### config.mk
export PLATFORM = sky130hd
export DESIGN_NAME = reg_file_mp_flat
export DESIGN_NICKNAME = d
export VERILOG_FILES = /design/src/rtl/reg_file_pkg.sv /design/src/rtl/reg_file_mp_if.sv /design/src/rtl/reg_file_clear_ctl.sv /design/src/rtl/reg_file_mp.sv /design/src/flat_wrapper.sv
export SDC_FILE = /design/constraint.sdc
export NUM_CORES = 1
export LEC_CHECK = 0
export CELL_PAD_IN_SITES_DETAIL_PLACEMENT = 1
export CELL_PAD_IN_SITES_GLOBAL_PLACEMENT = 1
export CORE_MARGIN = 3
export CORE_UTILIZATION = 36
export CTS_CLUSTER_SIZE = 40
export DETAILED_ROUTE_END_ITERATION = 8
export PLACE_DENSITY_LB_ADDON = 0.1
export SLEW_MARGIN = 25
export SYNTH_ARGS = -nofsm -noshare
export SYNTH_HDL_FRONTEND = slang
export SYNTH_SLANG_ARGS = --single-unit
### constraint.sdc
create_clock -name clk -period 5.4 [get_ports clk]
set_clock_uncertainty 0.2 [all_clocks]
set_input_delay 1.08 -clock clk [delete_from_list [all_inputs] [get_ports clk]]
set_output_delay 1.08 -clock clk [all_outputs]
set_load 0.03 [all_outputs]
### src/rtl/reg_file_pkg.sv
// Shared definitions for the parametrised integer register file.
package reg_file_pkg;

    // Default data width used across the core.
    localparam int unsigned RF_XLEN_DEFAULT = 32;

    // Controller state: sweeping the array to zero, or normal operation.
    typedef enum logic {
        RF_CLEAR = 1'b0,
        RF_RUN   = 1'b1
    } rf_state_e;

    // Address width for a file of n registers (at least one bit).
    function automatic int unsigned rf_aw(input int unsigned n);
        return (n > 1) ? $clog2(n) : 1;
    endfunction

endpackage

### src/rtl/reg_file_mp_if.sv
// Read/write bus of the register file: NRD read ports, one write port, ready.
interface reg_file_mp_if
    import reg_file_pkg::*;
#(
    parameter int unsigned XLEN  = RF_XLEN_DEFAULT,
    parameter int unsigned NREGS = 32,
    parameter int unsigned NRD   = 2
);
    localparam int unsigned AW = rf_aw(NREGS);

    logic [NRD-1:0][AW-1:0]   ra;
    logic [NRD-1:0][XLEN-1:0] rd;
    logic                     we;
    logic [AW-1:0]            wa;
    logic [XLEN-1:0]          wd;
    logic                     ready;

    // Core side: issues addresses and write data.
    modport master (output ra, we, wa, wd, input rd, ready);
    // Register file side.
    modport slave  (input ra, we, wa, wd, output rd, ready);

endinterface

### src/rtl/reg_file_clear_ctl.sv
// Post-reset clear sequencer: walks every register index once, then enters RUN.
module reg_file_clear_ctl
    import reg_file_pkg::*;
#(
    parameter int unsigned NREGS = 32,
    localparam int unsigned AW   = rf_aw(NREGS)
) (
    input  logic          clk,
    input  logic          rst,
    output logic          ready,
    output logic          clr_we,
    output logic [AW-1:0] clr_addr
);

    rf_state_e     state, state_n;
    logic [AW-1:0] idx, idx_n;

    // State and sweep index registers; reset restarts the sweep from index 0.
    always_ff @(posedge clk) begin
        if (rst) begin
            state <= RF_CLEAR;
            idx   <= '0;
        end else begin
            state <= state_n;
            idx   <= idx_n;
        end
    end

    // Next-state logic and clear strobe; the last index written ends the sweep.
    always_comb begin
        state_n = state;
        idx_n   = idx;
        clr_we  = 1'b0;
        case (state)
            RF_CLEAR: begin
                clr_we = !rst;
                idx_n  = idx + AW'(1);
                if (idx == AW'(NREGS - 1)) begin
                    state_n = RF_RUN;
                end
            end
            RF_RUN: begin
                state_n = RF_RUN;
            end
        endcase
    end

    assign ready    = (state == RF_RUN);
    assign clr_addr = idx;

endmodule

### src/rtl/reg_file_mp.sv
// Multi-read-port integer register file with optional zero register and
// same-cycle write-to-read bypass; contents swept to zero after every reset.
module reg_file_mp
    import reg_file_pkg::*;
#(
    parameter int unsigned XLEN     = RF_XLEN_DEFAULT,
    parameter int unsigned NREGS    = 32,
    parameter int unsigned NRD      = 2,
    parameter int unsigned ZERO_REG = 1,
    parameter int unsigned BYPASS   = 1
) (
    input logic          clk,
    input logic          rst,
    reg_file_mp_if.slave bus
);

    localparam int unsigned AW = rf_aw(NREGS);

    logic [XLEN-1:0] regs [NREGS];
    logic            run;
    logic            clr_we;
    logic [AW-1:0]   clr_addr;
    logic            zero_drop;
    logic            wr_fire;

    reg_file_clear_ctl #(
        .NREGS (NREGS)
    ) u_clear_ctl (
        .clk      (clk),
        .rst      (rst),
        .ready    (run),
        .clr_we   (clr_we),
        .clr_addr (clr_addr)
    );

    assign bus.ready = run;
    assign zero_drop = (ZERO_REG != 0) && (bus.wa == '0);
    assign wr_fire   = run && !rst && bus.we && !zero_drop;

    // Array update: clear sweep has priority; core writes only land in RUN.
    always_ff @(posedge clk) begin
        if (clr_we) begin
            regs[clr_addr] <= '0;
        end else if (wr_fire) begin
            regs[bus.wa] <= bus.wd;
        end
    end

    // Combinational read ports: zero while clearing, then zero-reg, bypass, array.
    always_comb begin
        bus.rd = '0;
        for (int unsigned p = 0; p < NRD; p++) begin
            if (!run || ((ZERO_REG != 0) && (bus.ra[p] == '0))) begin
                bus.rd[p] = '0;
            end else if ((BYPASS != 0) && wr_fire && (bus.wa == bus.ra[p])) begin
                bus.rd[p] = bus.wd;
            end else begin
                bus.rd[p] = regs[bus.ra[p]];
            end
        end
    end

endmodule

### src/flat_wrapper.sv
// flat-port wrapper written by rule: the top's interface ports become plain ports
module reg_file_mp_flat import reg_file_pkg::*;
#(
    parameter int unsigned XLEN     = RF_XLEN_DEFAULT,
    parameter int unsigned NREGS    = 32,
    parameter int unsigned NRD      = 2,
    parameter int unsigned ZERO_REG = 1,
    parameter int unsigned BYPASS   = 1
)
  (clk, rst, bus_ra, bus_we, bus_wa, bus_wd, bus_rd, bus_ready);
  reg_file_mp_if #(.XLEN(XLEN), .NREGS(NREGS), .NRD(NRD)) bus_i ();
  input logic clk;
  input logic rst;
  input wire logic [$bits(bus_i.ra)-1:0] bus_ra;
  input wire logic [$bits(bus_i.we)-1:0] bus_we;
  input wire logic [$bits(bus_i.wa)-1:0] bus_wa;
  input wire logic [$bits(bus_i.wd)-1:0] bus_wd;
  output wire logic [$bits(bus_i.rd)-1:0] bus_rd;
  output wire logic [$bits(bus_i.ready)-1:0] bus_ready;
  assign bus_i.ra = bus_ra;
  assign bus_i.we = bus_we;
  assign bus_i.wa = bus_wa;
  assign bus_i.wd = bus_wd;
  assign bus_rd = bus_i.rd;
  assign bus_ready = bus_i.ready;
  reg_file_mp #(.XLEN(XLEN), .NREGS(NREGS), .NRD(NRD), .ZERO_REG(ZERO_REG), .BYPASS(BYPASS)) u_core (.clk(clk), .rst(rst), .bus(bus_i));
endmodule
==> qor.log <==
[status] status complete, no violations
[synth] cell accounting for the most synthesized area sky130_fd_sc_hd__edfxtp_1
[sta] Final TNS setup 0 ps
[synth] adder-cell share of the synthesized area 0.05132%
[synth] sequential share of the synthesized area 63.31%
[die] core footprint 134000 um2
[synth] fraction of synthesis flops using an asynchronous set or reset pin 0%
[grt] pin count of the biggest net entering global routing 48
[synth] share of synthesized cell area in and, or, nand and nor gates 1.819%
[route] number of nets still failing antenna checks after routing 0
[die] Rows 134
[layout] Layout area overhead 20.28%
[setup_path] element type at the critical path start primary input
[setup_path] critical path, cell by cell clkdlybuf4s50_1 -> xor2_1 -> nor3_4 -> buf_12 -> or3_1 -> o21ai_1 -> buf_12
[setup_path] arrival time of the worst setup path 4100 ps
[power_and_ir_drop] total power per unit cell area 304.9 nW/um2
[power_and_ir_drop] static leakage 18.02 nW
[die] die area 139900 um2
[sta] max-slew headroom at the worst pin 24.29%
[sta] share of the clock period used by the worst path 99.64%
[synth] portion of netlist area occupied by mux cells 23.76%
[placed_design] HPWL reported at the end of detailed placement 118900 um
[power_and_ir_drop] largest vdd supply drop 243.9 uV
[grt] Congestion Overflow GR 0
[setup_path] critical path peak fanout 42
[cts] Num CTS Buffers 114
[synth] post-synthesis area per instance 18.44 um2
[route] detailed-routing iteration count for the pre-antenna-repair pass 7
[sta] slew of the pin with the lowest slew margin 1129 ps
[placed_design] count of buffers inserted at the top-level ports 114
[synth] Synth Area in XOR/XNOR 0.2335%
[die] initial standard-cell utilization of the core 36.40%
[grt] total routing resource utilization after global routing 28.18%
[grt] global-route wire length before repair 273300 um
[hold_path] kind of path behind the tightest hold check reg2reg
[cts] cts hold-fix bufs 0
[cts] clk_lat worst skew 700 ps
[synth] biggest area contributors in the synthesized netlist sky130_fd_sc_hd__edfxtp_1 63%, sky130_fd_sc_hd__mux4_2 18%, sky130_fd_sc_hd__mux2i_1 5.6%
[cts] Reg clk slew, reported paths 60 ps
[synth] most common flop cell mapped by yosys sky130_fd_sc_hd__edfxtp_1
[sta] time the worst path needs with I/O delays and setup 5380 ps
[cts] clock tree from TritonCTS yes
[placed_design] final RePlAce weighted congestion 0.8317
[setup_path] critical path's largest stage delay 800 ps
[synth] #FFs+latches synth 1030
[synth] Synth Warn # 0
[flow_run] max cap viols 0
[cts] cell chosen for the clock root sky130_fd_sc_hd__clkbuf_16
[route] total wire length after detailed routing 199000 um
[setup_path] cell family contributing the most delay on the critical path buffers and inverters
[die] chip height 374.0 um
[synth] distinct cell type count of the synthesized netlist 55
[synth] Post-synth EDFFs 1024
[synth] post-synthesis compound-gate area fraction 8.280%
[layout] share of final-layout standard cells stronger than drive strength 1 33.02%
[setup_path] category of the critical setup timing path in2out
[route] Vias 31270
[cts] CTS sink count 1030
[synth] Mapped Nets 2697
[synth] netlist area before placement 48760 um2
[setup_path] master of the slowest instance on the critical path sky130_fd_sc_hd__clkdlybuf4s50_1
[layout] leading cell types in the layout, fill and taps excluded 1024 x sky130_fd_sc_hd__edfxtp_1, 387 x sky130_fd_sc_hd__mux4_2, 271 x sky130_fd_sc_hd__mux2i_1
[sta] setup repair after global routing missed its margin false
[synth] dominant combinational cell family by area after synthesis multiplexers
[die] Die Span X 374.0 um
[sta] Final Max Tran Viols 0
[sta] final-report setup violation count 0
[synth] synthesized instance count 2645
[route] Iteration-0 DRC Markers 3851
[route] average wire per standard cell 41.54 um
[setup_path] crit end category output port
[cts] CTS H-tree lvls 3
[cts] maximum clock path buffer count 3
[route] routed vias/inst 6.527
[grt] initial antenna violation count 6
[layout] most frequent standard cell in the layout excluding fill and tap cells sky130_fd_sc_hd__edfxtp_1
[setup_path] Required @ worst endpoint 4120 ps
[grt] via count of the first global-routing pass 32150
[sta] final hold vios 0
[synth] share of the synthesized area in the top cell type 63.06%
[setup_path] number of buffer and inverter stages on the critical path 3
[layout] net total in the final layout 2986
[route] number of design rule violations left after detail routing 0
[setup_path] Top cell by count, worst path sky130_fd_sc_hd__buf_12
[sta] highest achievable clock rate 185.9 MHz
[cts] Post-CTS Setup Repair Bufs 0
[layout] share of the core filled with cells 43.78%
[die] IO Count 115
metal layers:
metal / global-route usage (%) / share of wire, %
met4: 8.413 / 3.1
met3: 5.035 / 7.3
met2: 44.34 / 47
met1: 40.08 / 43
met5: 0 / 0.015
final timing paths:
check | start | endpoint | slack (ps) | depth (start not counted)
worst max-delay path | bus_wa[2] | bus_rd[31] | 20 | 7
worst min-delay path | u_core.u_clear_ctl.clr_addr[4] | u_core.u_clear_ctl.clr_addr[4] | 410 | 2
worst max register to register | u_core.u_clear_ctl.ready | u_core.regs[7][26] | 1400 | 7
worst min register to register | u_core.u_clear_ctl.clr_addr[4] | u_core.u_clear_ctl.clr_addr[4] | 410 | 2
repair_timing:
item / 4_1_cts / 5_1_grt
hold endpoints to repair: 0 / 0
pin swaps: 0 / 1
gates resized for setup: 1 / 1
endpoints found under the setup margin: 1 / 3
stage by stage:
stage | cell area, um2 | instances | hold WS (ps) | worst slack (ps) | total power [mW]
floorplan | 48760 | 2645 | 330.0 | 1019 | 9.666
finish | 58650 | 4791 | 412.1 | 19.70 | 17.88
detailed placement | 54980 | 4585 | 401.2 | -3.582 | 10.32
global route | 58650 | 4790 | 445.3 | 42.27 | 18.39
CTS | 58600 | 4789 | 412.7 | 92.09 | 18.02
global placement | 54910 | 4583 | 385.4 | -64.55 | 10.32
report_power, final:
group | leakage, nW | total (mW) | internal (mW) | switching [mW]
Combinational | 8.16 | 1.41 | 0.564 | 0.849
Sequential | 8.10 | 8.75 | 8.72 | 0.0262
Clock | 1.76 | 7.72 | 4.50 | 3.23
Total | 18.0 | 17.9 | 13.8 | 4.10
cells in the mapped netlist (all sizes together), types with 8 or more instances:
cell type	n
a2111oi	21
edfxtp	1024
o22ai	30
nor4	10
a221oi	71
a21oi	64
xnor2	10
and2	35
a211o	54
a211oi	42
mux2i	271
buf	127
a22oi	116
o21ai	28
mux4	387
nand2	28
o221ai	31
mux2	14
clkbuf	103
nor2	60
nor2b	8
a22o	18
o21bai	34
registers in the layout, summed over array words and instances (netlist names):
| name | flops |
|---|---|
| u_core.regs | 1024 |
| u_core.u_clear_ctl.clr_addr | 5 |
| u_core.u_clear_ctl.ready | 1 |
kinds of logic (layout without fill, tap and decap cells):
family | Yosys count | count (layout)
muxes | 672 | 672
other | 0 | 1
DFF | 1030 | 1030
buffers and inverters | 233 | 610
and+or+nand+nor | 172 | 172
xor gates and xnor gates | 13 | 13
AOI/OAI and AO/OA | 523 | 523
adders and majority gates | 2 | 2
worst register-to-register path: stages, from the launching register on:
cell and delay [ps]:
sky130_fd_sc_hd__dfxtp_1 810, sky130_fd_sc_hd__and3b_1 410, sky130_fd_sc_hd__a21boi_4 240, sky130_fd_sc_hd__mux2i_1 480
sky130_fd_sc_hd__o21ai_0 180, sky130_fd_sc_hd__buf_4 210, sky130_fd_sc_hd__nor2_4 750, sky130_fd_sc_hd__buf_12 370
layout make-up:
| type | instances | area, um2 |
|---|---|---|
| fillers | 12560 | 75310 |
| inverters | 3 | 11.26 |
| repair buffers | 403 | 4922 |
| multi-input cells | 1382 | 17020 |
| flip-flops and latches | 1030 | 30870 |
| diodes | 1 | 2.502 |
| well taps | 1768 | 2212 |
| clock buffers | 142 | 3022 |
| clock inverters | 62 | 598.1 |
(Power assumes the default switching activity.)
